<file path="config.mk">
export PLATFORM = sky130hd
export DESIGN_NAME = cpu_fetch_mem_ctrl
export DESIGN_NICKNAME = d
export VERILOG_FILES = /design/src/rtl/cpu_fetch_mem_ctrl.sv
export SDC_FILE = /design/constraint.sdc
export NUM_CORES = 1
export LEC_CHECK = 0
export ABC_AREA = 1
export BUFFER_PORTS_ARGS = -buffer_cell sky130_fd_sc_hd__buf_4
export CORE_MARGIN = 2
export CORE_UTILIZATION = 27
export CTS_CLUSTER_SIZE = 28
export DETAILED_ROUTE_END_ITERATION = 7
export GPL_TIMING_DRIVEN = 0
export PLACE_DENSITY = 0.51
export SYNTH_ARGS = -nofsm -noshare
export SYNTH_HDL_FRONTEND = slang
export SYNTH_SLANG_ARGS = --single-unit
</file>
<file path="constraint.sdc">
create_clock -name clk -period 3.9 [get_ports clk]
set_input_delay 0.195 -clock clk [delete_from_list [all_inputs] [get_ports clk]]
set_output_delay 0.195 -clock clk [all_outputs]
set_load 0.005 [all_outputs]
</file>
<file path="src/rtl/cpu_fetch_mem_ctrl.sv">
// Fetch / load-store controller owning pc, ir, data address and the shared memory port.
// Optional PC-relative branching is enabled by defining CPU_FETCH_BRANCH_EN.
module cpu_fetch_mem_ctrl #(
    parameter int unsigned AW       = 9,
    parameter int unsigned DW       = 16,
    parameter int unsigned RESET_PC = 0
) (
    input  logic          clk,
    input  logic          reset,
    output logic [1:0]    mem_cmd,
    output logic [AW-1:0] mem_addr,
    output logic [DW-1:0] mem_wdata,
    input  logic [DW-1:0] mem_rdata,
    input  logic          mem_ready,
    output logic [DW-1:0] ir,
    output logic          ir_valid,
    output logic [AW-1:0] pc,
    input  logic          core_done,
    input  logic          ls_req,
    input  logic          ls_write,
    input  logic [DW-1:0] ls_addr,
    input  logic [DW-1:0] ls_wdata,
    output logic [DW-1:0] ls_rdata,
    output logic          ls_done,
    input  logic          br_take,
    input  logic [DW-1:0] br_offset,
    input  logic          halt,
    output logic          halted
);

    typedef enum logic [2:0] {
        S_RESET,
        S_FETCH,
        S_EXEC,
        S_MEM,
        S_HALT
    } state_t;

    localparam logic [1:0]    CMD_NONE  = 2'b00;
    localparam logic [1:0]    CMD_READ  = 2'b01;
    localparam logic [1:0]    CMD_WRITE = 2'b10;
    localparam logic [AW-1:0] PC_INIT   = AW'(RESET_PC);

    state_t        state, state_next;
    logic [AW-1:0] da;
    logic          ls_wr_q;
    logic [DW-1:0] wdata_q;
    logic          fetch_ack, mem_ack, ls_take, done_take;

    assign fetch_ack = (state == S_FETCH) && mem_ready;
    assign mem_ack   = (state == S_MEM) && mem_ready;
    // halt outranks ls_req, which outranks core_done; a dropped core_done is re-asserted later
    assign ls_take   = (state == S_EXEC) && !halt && ls_req;
    assign done_take = (state == S_EXEC) && !halt && !ls_req && core_done;

    always_ff @(posedge clk or posedge reset) begin
        if (reset) begin
            state <= S_RESET;
        end else begin
            state <= state_next;
        end
    end

    always_comb begin
        state_next = state;
        case (state)
            S_RESET: state_next = S_FETCH;
            S_FETCH: if (mem_ready) state_next = S_EXEC;
            S_EXEC: begin
                if (halt) begin
                    state_next = S_HALT;
                end else if (ls_req) begin
                    state_next = S_MEM;
                end else if (core_done) begin
                    state_next = S_FETCH;
                end
            end
            S_MEM:   if (mem_ready) state_next = S_EXEC;
            S_HALT:  state_next = S_HALT;
            default: state_next = S_RESET;
        endcase
    end

    // Port outputs depend only on registered state, so they stay stable for a whole command
    always_comb begin
        mem_cmd   = CMD_NONE;
        mem_addr  = pc;
        mem_wdata = '0;
        case (state)
            S_FETCH: mem_cmd = CMD_READ;
            S_MEM: begin
                mem_addr = da;
                if (ls_wr_q) begin
                    mem_cmd   = CMD_WRITE;
                    mem_wdata = wdata_q;
                end else begin
                    mem_cmd = CMD_READ;
                end
            end
            default: mem_cmd = CMD_NONE;
        endcase
    end

    assign halted = (state == S_HALT);

    always_ff @(posedge clk or posedge reset) begin
        if (reset) begin
            pc       <= PC_INIT;
            da       <= '0;
            ir       <= '0;
            ir_valid <= 1'b0;
            ls_rdata <= '0;
            ls_done  <= 1'b0;
            ls_wr_q  <= 1'b0;
            wdata_q  <= '0;
        end else begin
            ir_valid <= fetch_ack;
            ls_done  <= mem_ack;
            if (fetch_ack) begin
                ir <= mem_rdata;
                pc <= pc + AW'(1);
            end
            if (ls_take) begin
                da      <= ls_addr[AW-1:0];
                ls_wr_q <= ls_write;
                wdata_q <= ls_wdata;
            end
`ifdef CPU_FETCH_BRANCH_EN
            if (done_take && br_take) begin
                pc <= pc + br_offset[AW-1:0];
            end
`endif
            if (mem_ack && !ls_wr_q) begin
                ls_rdata <= mem_rdata;
            end
        end
    end

`ifdef CPU_FETCH_BRANCH_EN
    logic unused_bits;
    assign unused_bits = ^{ls_addr[DW-1:AW], br_offset[DW-1:AW]};
`else
    logic unused_bits;
    assign unused_bits = ^{ls_addr[DW-1:AW], br_take, br_offset, done_take};
`endif

endmodule
</file>
==> tab_implementation.tex <==
\begin{tabular}{lr}
\hline
Metric & Value \\
\hline
\multicolumn{2}{l}{\textbf{Clocking}} \\
Post CTS Setup Buffer Count & 0 \\
CTS clock-pin slew for the worst setup and hold paths & $\sim$0.06 ns \\
CTS resizes & 0 \\
Clock Path Buffers & 2 \\
H-tree depth reported by CTS & 3 \\
CTS tree & done \\
Number of buffers added by the clock tree synthesis step & 9 \\
Cts hold-fix bufs & 1 \\
TritonCTS sink count & 72 \\
Clk Latency, worst-skew pair & between 0.3 and 0.4 ns \\
Library cell used as clock root buffer & clkbuf\_16 \\
\multicolumn{2}{l}{\textbf{Die}} \\
Number of top-level design ports & roughly 140 \\
Floorplan die width & 115.4 µm \\
Initial core utilization & between 20\% and 30\% \\
Overall die height & 115.4 µm \\
Number of standard-cell rows in the floorplan & 40 \\
Area of the core & around 0.012 mm² \\
Die Outline Area & 0.01331 mm² \\
\multicolumn{2}{l}{\textbf{Timing}} \\
Endpoints failing setup & 0 \\
Max-slew violation count & 0 \\
Period utilization & around 48\% \\
Highest clock frequency the design can meet & 534.5 MHz \\
Post-layout min period & approximately 1.9 ns \\
Sum of negative setup slack & 0 ns \\
Tightest slew margin relative to the limit & between 70\% and 80\% \\
Final Hold Vio Count & 0 \\
RSZ-0062 raised after global routing & false \\
Worst clock skew & approximately 0.0068 ns \\
Actual transition at the worst max-transition pin & between 0.4 and 0.5 ns \\
\multicolumn{2}{l}{\textbf{GRT}} \\
Global-route wire length before repair & approximately 14 mm \\
Initial antenna violation count & 0 \\
Number of global-route vias before repair & 2792 \\
Maximum number of pins on one net before global-route repair & 39 \\
Gr usage total & between 10\% and 20\% \\
Total congestion overflow after global routing & 0 \\
\multicolumn{2}{l}{\textbf{Placed design}} \\
Weighted congestion at the end of routability-driven global placement & approximately 0.74 \\
Final HPWL from detailed placement & around 6.5 mm \\
Number of port buffers & about 120 \\
\multicolumn{2}{l}{\textbf{Synthesis}} \\
Post-synth cell types & 29 \\
Total nets after synthesis & about 430 \\
Synthesized netlist cell count & 360 \\
Fraction of the yosys area taken by sequential cells & between 50\% and 60\% \\
Number of warnings issued by yosys & 0 \\
Post-Syn Area per Cell & 9.301 µm² \\
Synthesized cell area & 0.003348 mm² \\
Number of synthesized register bits & 72 \\
\multicolumn{2}{l}{\textbf{Cells and area}} \\
Antenna diodes & 0 \\
Share of cells above drive strength 1 & around 39\% \\
Commonest non-fill, non-tap cells in the layout & 119 x buf\_4, 72 x dfrtp\_1, 67 x nand2\_1 \\
Most common cell after layout, fill and taps aside & buf\_4 \\
Number of nets in the final layout & roughly 560 \\
Final-layout fill cell count & around 1200 \\
Layout overhead on the synthesized area & 43.09\% \\
Core occupancy in the finished layout & 39.72\% \\
\multicolumn{2}{l}{\textbf{Worst setup path}} \\
Top cell family by delay on the critical path & buffers and inverters \\
CP cell instances & inv\_2, nand2\_4, nor2\_4, buf\_12, inv\_6, buf\_12, o21ai\_2, buf\_4 \\
Maximum fanout count along the critical path & 10 \\
Category of the most critical setup path & reg2out \\
Data required time at the worst endpoint & between 3 and 4 ns \\
Endpoint class of the critical path & primary output \\
Data arrival, critical path & 1.68 ns \\
Max incr delay on CP & roughly 0.45 ns \\
Standard cell with the maximum stage delay on the critical path & dfrtp\_1 \\
Buffering stage count on the worst path with inverters included & 5 \\
Crit path top cell by count & buf\_12 \\
Startpoint kind of the worst setup timing path & flip-flop \\
\multicolumn{2}{l}{\textbf{Detailed routing}} \\
Detailed Route Iter0 Violations & 78 \\
WL final & between 8 and 9 mm \\
Total number of vias & about 2800 \\
Number of vias per cell & between 4 and 5 \\
Final ANT Viol Nets & 0 \\
DR DRC count & 0 \\
Detailed-routing iteration count for the pre-antenna-repair pass & 4 \\
WL/cell & approximately 13 µm \\
\multicolumn{2}{l}{\textbf{Power and ir drop}} \\
Leakage power total & approximately 2.5 nW \\
Power density relative to cell area & between 700 and 800 mW/mm² \\
VDD IR-drop max & around 0.00025 V \\
Total design power & about 3.5 mW \\
\multicolumn{2}{l}{\textbf{Run}} \\
Max Cap Viol & 0 \\
\multicolumn{2}{l}{\textbf{Min path}} \\
Class of the tightest hold or removal check & in2reg \\
\multicolumn{2}{l}{\textbf{Status}} \\
Outcome & finished clean \\
\hline
\end{tabular}
==> cells in the mapped netlist (all sizes together) <==
master / number / area (µm²)
nand3: 11 / 72.57
xnor2: 1 / 8.760
inv: 58 / 222.7
nand3b: 1 / 7.510
nor3: 2 / 10.01
nand2: 73 / 312.8
nor2: 53 / 294.0
ha: 1 / 12.51
nand4: 2 / 12.51
o21ai: 43 / 271.5
buf: 14 / 161.4
dfrtp: 72 / 1802
a31o: 1 / 8.760
a21oi: 25 / 125.1
xor2: 3 / 26.28
==> worst reg2reg max path, cell delays in order (launching register included) <==
cell and delay [ns]:
dfrtp_1 0.45, inv_2 0.12, nand2_4 0.07, nor2_1 0.34, nand2_1 0.14, xnor2_1 0.15
==> cell families after synthesis <==
logic type / Yosys count / synth area share, %
DFF: 72 / 53.81
AOI/OAI and AO/OA: 69 / 12.11
buffers and inverters: 72 / 11.47
xor gates and xnor gates: 4 / 1.047
and+or+nand+nor: 142 / 21.19
adders and majority gates: 1 / 0.3736
==> power by group <==
group	total [mW]	switching, mW	internal (mW)
Combinational	1.37	0.688	0.682
Clock	0.880	0.320	0.561
Sequential	1.24	0.185	1.05
==> through the flow <==
stage,setup WS (ns),std cells,hold WS [ns],area (µm²)
after floorplan,1.880,360,0.3246,3348
final,2.029,664,0.1094,4791
after CTS,2.016,664,0.1022,4791
after global routing,1.937,664,0.1199,4791
after detailed placement,2.373,647,0.2501,4467
after global placement,0.8398,646,0.4479,4444
==> registers in the layout, summed over array words and instances, names as in the netlist <==
register	flops
ls_rdata	16
wdata_q	16
ls_wr_q	1
da	9
ir_valid	1
ls_done	1
ir	16
pc	9
state	3
==> final timing paths <==
path	start	end	slack, ns	depth (start not counted)
worst max-delay path	state[2]	mem_addr[6]	2.03	8
worst min-delay path	ls_wdata[15]	wdata_q[15]	0.11	3
worst max register to register	state[2]	pc[2]	2.50	5
worst min register to register	ir[6]	ir[6]	0.49	2
max in group asynchronous	reset	state[1]	2.91	4
min in group asynchronous	reset	ir[7]	0.43	3
==> routing by layer <==
layer,routed length (µm),vias to the layer above,track usage (%)
met5,0,-,0
met4,114,0,4.819
met3,801,9,4.850
met2,3767,100,20.94
met1,3903,1259,17.19
li1,-,1383,-
==> layout make-up <==
cell class                      count  area (µm²)  area share, %
Multi-Input combinational cell    216        1162          24.26
Tap cell                          168       210.2          4.388
Clock buffer                       11       232.7          4.858
Buffer                             14       161.4          3.369
Timing Repair Buffer              120       915.9          19.12
Inverter                           58       225.2          4.701
Sequential cell                    72        1802          37.61
Clock inverter                      5       81.33          1.698
No activity file was read; power rests on OpenSTA's default activity.
